`config.mk`:
```
export PLATFORM = sky130hd
export DESIGN_NAME = controller_status_port
export DESIGN_NICKNAME = d
export VERILOG_FILES = /design/src/rtl/controller_status_port_pkg.sv /design/src/rtl/controller_status_port.sv
export SDC_FILE = /design/constraint.sdc
export NUM_CORES = 1
export LEC_CHECK = 0
export CORE_MARGIN = 5
export CORE_UTILIZATION = 40
export CTS_BUF_LIST = sky130_fd_sc_hd__clkbuf_4 sky130_fd_sc_hd__clkbuf_8
export DETAILED_ROUTE_END_ITERATION = 6
export HOLD_SLACK_MARGIN = 0.05
export PLACE_DENSITY = 0.7
export SYNTH_ARGS = -nofsm -noshare
export SYNTH_HDL_FRONTEND = slang
export SYNTH_SLANG_ARGS = --single-unit
```
`constraint.sdc`:
```
create_clock -name clk_i -period 2.41 [get_ports clk_i]
set_clock_uncertainty 0.15 [all_clocks]
set_input_delay 0.241 -clock clk_i [delete_from_list [all_inputs] [get_ports clk_i]]
set_output_delay 0.241 -clock clk_i [all_outputs]
set_load 0.1 [all_outputs]
```
`src/rtl/controller_status_port_pkg.sv`:
```
// Shared definitions for the controller BRAM: word addresses, FPGA_STATE bit
// positions, firmware version constants and the status-port FSM states.
package controller_status_port_pkg;

  typedef logic [7:0] bram_addr_t;

  localparam bram_addr_t ADDR_CTL_FLAG          = 8'h00;
  localparam bram_addr_t ADDR_FPGA_STATE        = 8'h01;
  localparam bram_addr_t ADDR_VERSION_NUM_MAJOR = 8'h02;
  localparam bram_addr_t ADDR_VERSION_NUM_MINOR = 8'h03;

  typedef logic [3:0] fpga_state_bit_t;

  localparam fpga_state_bit_t FPGA_STATE_BIT_READS_FPGA_STATE_ENABLED = 4'd7;

  localparam logic [7:0] VersionNumMajor = 8'hA2;
  localparam logic [7:0] VersionNumMinor = 8'h00;

  typedef enum logic [2:0] {
    INIT_MAJ,
    INIT_MIN,
    RD_REQ,
    RD_WAIT,
    RD_CAP,
    CHK,
    WR_ST,
    IDLE
  } ctl_status_state_t;

  function automatic logic [15:0] version_word(input logic [7:0] v);
    return {8'h00, v};
  endfunction

endpackage

```
`src/rtl/controller_status_port.sv`:
```
// FPGA-side port of the controller BRAM: publishes version words and FPGA_STATE,
// and polls the CPU-written CTL_FLAG word into a register.
module controller_status_port
  import controller_status_port_pkg::*;
#(
  parameter int RdLatency    = 2,
  parameter int PollInterval = 64
) (
  input  logic        clk_i,
  input  logic        rst_i,
  input  logic [6:0]  state_in_i,
  input  logic        reads_en_i,
  output logic        bram_en_o,
  output logic        bram_we_o,
  output logic [7:0]  bram_addr_o,
  output logic [15:0] bram_din_o,
  input  logic [15:0] bram_dout_i,
  output logic [15:0] ctl_flag_o,
  output logic        ctl_flag_valid_o,
  output logic        init_done_o
);

  localparam int PollW = $clog2(PollInterval + 1);
  localparam int WaitW = 2;
  localparam logic [WaitW-1:0] WaitLoad = WaitW'((RdLatency > 1) ? RdLatency - 2 : 0);

  ctl_status_state_t state_q, state_d;
  logic [PollW-1:0]  poll_cnt_q, poll_cnt_d;
  logic [WaitW-1:0]  wait_cnt_q, wait_cnt_d;
  logic [15:0]       last_state_q, last_state_d;
  logic [15:0]       nxt_q, nxt_d;
  logic [15:0]       ctl_flag_q, ctl_flag_d;
  logic              first_round_q, first_round_d;
  logic              init_done_q, init_done_d;
  logic              flag_valid_q, flag_valid_d;
  logic [15:0]       nxt_c;
  logic              port_en, port_we;
  bram_addr_t        port_addr;
  logic [15:0]       port_din;

  // Readback disabled publishes an all-zero word, hiding the live status bits.
  always_comb begin
    nxt_c = '0;
    if (reads_en_i) nxt_c[6:0] = state_in_i;
    nxt_c[FPGA_STATE_BIT_READS_FPGA_STATE_ENABLED] = reads_en_i;
  end

  always_comb begin
    state_d       = state_q;
    poll_cnt_d    = poll_cnt_q;
    wait_cnt_d    = wait_cnt_q;
    last_state_d  = last_state_q;
    nxt_d         = nxt_q;
    ctl_flag_d    = ctl_flag_q;
    first_round_d = first_round_q;
    init_done_d   = init_done_q;
    flag_valid_d  = 1'b0;
    port_en       = 1'b0;
    port_we       = 1'b0;
    port_addr     = ADDR_CTL_FLAG;
    port_din      = '0;
    case (state_q)
      INIT_MAJ: begin
        port_en   = 1'b1;
        port_we   = 1'b1;
        port_addr = ADDR_VERSION_NUM_MAJOR;
        port_din  = version_word(VersionNumMajor);
        state_d   = INIT_MIN;
      end
      INIT_MIN: begin
        port_en     = 1'b1;
        port_we     = 1'b1;
        port_addr   = ADDR_VERSION_NUM_MINOR;
        port_din    = version_word(VersionNumMinor);
        init_done_d = 1'b1;
        state_d     = RD_REQ;
      end
      RD_REQ: begin
        port_en   = 1'b1;
        port_addr = ADDR_CTL_FLAG;
        if (RdLatency > 1) begin
          wait_cnt_d = WaitLoad;
          state_d    = RD_WAIT;
        end else begin
          state_d = RD_CAP;
        end
      end
      RD_WAIT: begin
        if (wait_cnt_q == '0) state_d = RD_CAP;
        else wait_cnt_d = wait_cnt_q - WaitW'(1);
      end
      RD_CAP: begin
        ctl_flag_d   = bram_dout_i;
        flag_valid_d = 1'b1;
        state_d      = CHK;
      end
      CHK: begin
        nxt_d = nxt_c;
        if (first_round_q || (nxt_c != last_state_q)) begin
          state_d = WR_ST;
        end else begin
          poll_cnt_d = PollW'(PollInterval);
          state_d    = IDLE;
        end
      end
      WR_ST: begin
        port_en       = 1'b1;
        port_we       = 1'b1;
        port_addr     = ADDR_FPGA_STATE;
        port_din      = nxt_q;
        last_state_d  = nxt_q;
        first_round_d = 1'b0;
        poll_cnt_d    = PollW'(PollInterval);
        state_d       = IDLE;
      end
      IDLE: begin
        if (poll_cnt_q == '0) state_d = RD_REQ;
        else poll_cnt_d = poll_cnt_q - PollW'(1);
      end
      default: state_d = INIT_MAJ;
    endcase
  end

  always_ff @(posedge clk_i or posedge rst_i) begin
    if (rst_i) begin
      state_q       <= INIT_MAJ;
      poll_cnt_q    <= '0;
      wait_cnt_q    <= '0;
      last_state_q  <= '0;
      nxt_q         <= '0;
      ctl_flag_q    <= '0;
      first_round_q <= 1'b1;
      init_done_q   <= 1'b0;
      flag_valid_q  <= 1'b0;
    end else begin
      state_q       <= state_d;
      poll_cnt_q    <= poll_cnt_d;
      wait_cnt_q    <= wait_cnt_d;
      last_state_q  <= last_state_d;
      nxt_q         <= nxt_d;
      ctl_flag_q    <= ctl_flag_d;
      first_round_q <= first_round_d;
      init_done_q   <= init_done_d;
      flag_valid_q  <= flag_valid_d;
    end
  end

  // Port is gated by reset so an access in flight is dropped in the same cycle.
  assign bram_en_o        = port_en & ~rst_i;
  assign bram_we_o        = port_we & ~rst_i;
  assign bram_addr_o      = rst_i ? 8'h00 : port_addr;
  assign bram_din_o       = rst_i ? 16'h0000 : port_din;
  assign ctl_flag_o       = ctl_flag_q;
  assign ctl_flag_valid_o = flag_valid_q;
  assign init_done_o      = init_done_q;

endmodule

```
==> results.ini <==
[synthesis]
synthFlopType = dfrtp_1
seq_area_frac_synth = 0.477
syn_inst = 238
netlist_top_cells_count = dfrtp_1, mux2_2, nand2_1
yosysMostFrequentCell = dfrtp_1
synth_edf_count = 0
syn_area_per_cell_um2 = 10.4
synth_cell_types = 43
synth_top_area_share = 0.466
synth_area_leaders = dfrtp_1, mux2_2, buf_4, nand2_1, o21ai_0
netlist_area_um2 = 2470
synth_top_cell_by_area = dfrtp_1
async_reset_ff_frac = 1.00
ys_ff_latch = 47
yosysWarnings = 0

[floorplanning]
num_io_pins = 70
fp.coreArea_um2 = 5960
die_w_um = 88.6
fp.dieH_um = 88.6
dieArea_um2 = 7850
start_util = 0.415
rows = 28

[placement]
placed_cells = 371
dp_slack_ns = 0.128
portBuffers = 55
place_congestion = 0.804
place_hpwl_mm = 4.09
placed_cell_area_um2 = 3210

[setup_path]
regToRegEndpoint = poll_cnt_q[5]
regToRegSetupSlack_ns = 0.52
cp-start-kind = register
end_kind = primary output
cp_slowest_cell = dfrtp_1
required_ns = 2.02
r2r_cells = 5
slowest_delay_ns = 0.49
path_cells = and2_1 > nand2b_1 > nor2_1 > buf_4 > or2_2 > buf_12
critPathBufInv = 2
cp.arrival_ns = 1.86
crit_fanout = 9
crit_family = simple AND/OR/NAND/NOR gates
r2r-start = poll_cnt_q[2]
crit_type = register to primary output

[clock_network]
cts_root_buf = clkbuf_8
path_clk_slew_ns = 0.09
clock_latency_ns = 0.31
cts_setup_buffers = 0
holdBufCountCts = 0
htree_levels = 2
cts_resized = 0
cts_tree = built
clockBufferDepth = 2
numCtsBuffers = 5
cts_sinks = 47

[global_route]
grt_overflow = 0
grt_use_total = 0.146
grt_max_degree = 32
antenna_found_initial = 0
first_global_vias = 1923
grt_pass1_wl_mm = 8.84

[route]
wl_per_cell_um = 14.3
ant_nets = 0
drtPass1Iterations = 4
routed_wl_mm = 5.41
drc = 0
vias_per_cell = 5.22
drt_iter0_drc = 112
num_vias = 1980

[timing]
tns_ns = 0
rsz0062_at_grt = no
min_period_ns = 2.25
fin_ws_ns = 0.156
hold_viol_final = 0
post-route-period-util = 0.935
setup_viol = 0
max_freq_ghz = 0.444
slew_viol_final = 0

[final_layout]
fillers = 539
regArea_um2 = 1180
instances_no_fill = 379
final_cell_area_um2 = 3300
drive_gt1_frac = 0.296
multi_input_area_um2 = 1160
area_delta_synth_final_pct = 33.5
n_antenna_cell = 0
final_nets = 332

[power]
vdd_drop_max_mv = 1.27
leakagePower_nw = 1.42
power_density_nw_per_um2 = 1360

[min_path]
min_path_cells = 1
hold_path_class = register to register
min-delay-start = init_done_o
min_to = init_done_o

[status]
run_status = finished, final reports clean

[job]
cap_viol_max_count = 0

==> registers in the layout, summed over array words and instances, names as in the netlist <==
signal	count
first_round_q	1
state_q	3
ctl_flag_valid_o	1
poll_cnt_q	7
init_done_o	1
wait_cnt_q	2
ctl_flag_o	16
last_state_q	8
nxt_q	8
==> worst reg2reg max path, stage by stage, from the launching register on <==
cell	delay [ns]
dfrtp_1	0.46
nor4_4	0.45
a31o_2	0.32
nor2_1	0.07
a221oi_1	0.22
o31ai_1	0.11
==> layout by cell type (no fill, tap or decap), types with 2 or more instances in the layout <==
cell type / synthesis / final
and2_1: 8 / 8
conb_1: 1 / 14
a21oi_1: 7 / 7
nor4_4: 2 / 2
o21a_1: 2 / 2
nor2b_1: 2 / 2
buf_4: 17 / 30
a31o_2: 2 / 2
inv_1: 11 / 10
clkdlybuf4s50_1: 0 / 25
nor2_1: 10 / 10
nor3_1: 9 / 4
nand3_1: 5 / 5
nor4_1: 2 / 2
xor2_1: 3 / 3
o21ai_0: 17 / 17
o311ai_0: 4 / 4
nand4b_1: 3 / 3
nand4_1: 2 / 2
ha_1: 3 / 3
nor3_2: 0 / 5
buf_12: 0 / 13
a31oi_1: 2 / 2
nand2_1: 25 / 25
a211oi_1: 2 / 2
clkinv_2: 0 / 2
mux2_2: 25 / 25
a21o_1: 3 / 3
dfrtp_1: 46 / 46
o22ai_1: 4 / 4
clkbuf_8: 0 / 5
==> logic make-up (layout without fill, tap and decap cells) <==
kind of cell	after synthesis	count (layout)	synth area share
compound gates	49	49	0.127
xor+xnor	4	4	0.0142
fa+ha+maj	3	3	0.0152
buf+inv	34	87	0.0831
flops	47	47	0.477
mux	26	26	0.118
other cells	1	14	0.00152
simple gates	74	74	0.165
==> through the flow <==
step,hold WS (ns),utilization,power (mW)
6_report,0.333,0.554,4.50
5_1_grt,0.359,0.554,4.73
4_1_cts,0.338,0.554,4.52
3_5_place_dp,0.307,0.539,4.03
3_3_place_gp,0.295,0.539,3.99
2_1_floorplan,0.234,-,3.41
==> report_power, final <==
group	internal [mW]	leakage, nW	switching, mW
logic	0.784	0.805	1.87
clock network	0.205	0.0483	0.277
registers	1.10	0.568	0.268
==> worst max path at each step <==
stage | startpoint | endpoint | slack, ns | depth (start not counted)
6_report | state_q[1] | bram_we_o | 0.16 | 6
3_3_place_gp | reads_en_i | state_q[0] | 0.19 | 7
5_1_grt | state_q[1] | bram_din_o[4] | 0.02 | 6
3_5_place_dp | reads_en_i | poll_cnt_q[2] | 0.13 | 7
4_1_cts | state_q[1] | bram_we_o | 0.14 | 6
2_1_floorplan | state_q[1] | bram_addr_o[0] | -0.64 | 3
==> area by class of cell <==
class,instances,area share
tap,75,0.0285
inverter,11,0.0125
timing repair buffer,68,0.223
multi-input combinational,170,0.352
clock inverter,3,0.00569
clock buffer,5,0.0209
sequential,47,0.357
==> metal layers <==
metal / wire length [um] / vias to the layer above / global-route usage
met5: 0 / - / 0
met3: 455 / 9 / 0.0456
met1: 2330 / 952 / 0.183
li1: - / 946 / -
met4: 87 / 0 / 0.0536
met2: 2540 / 73 / 0.237
Note: power is estimated with default switching activity, not from simulation.
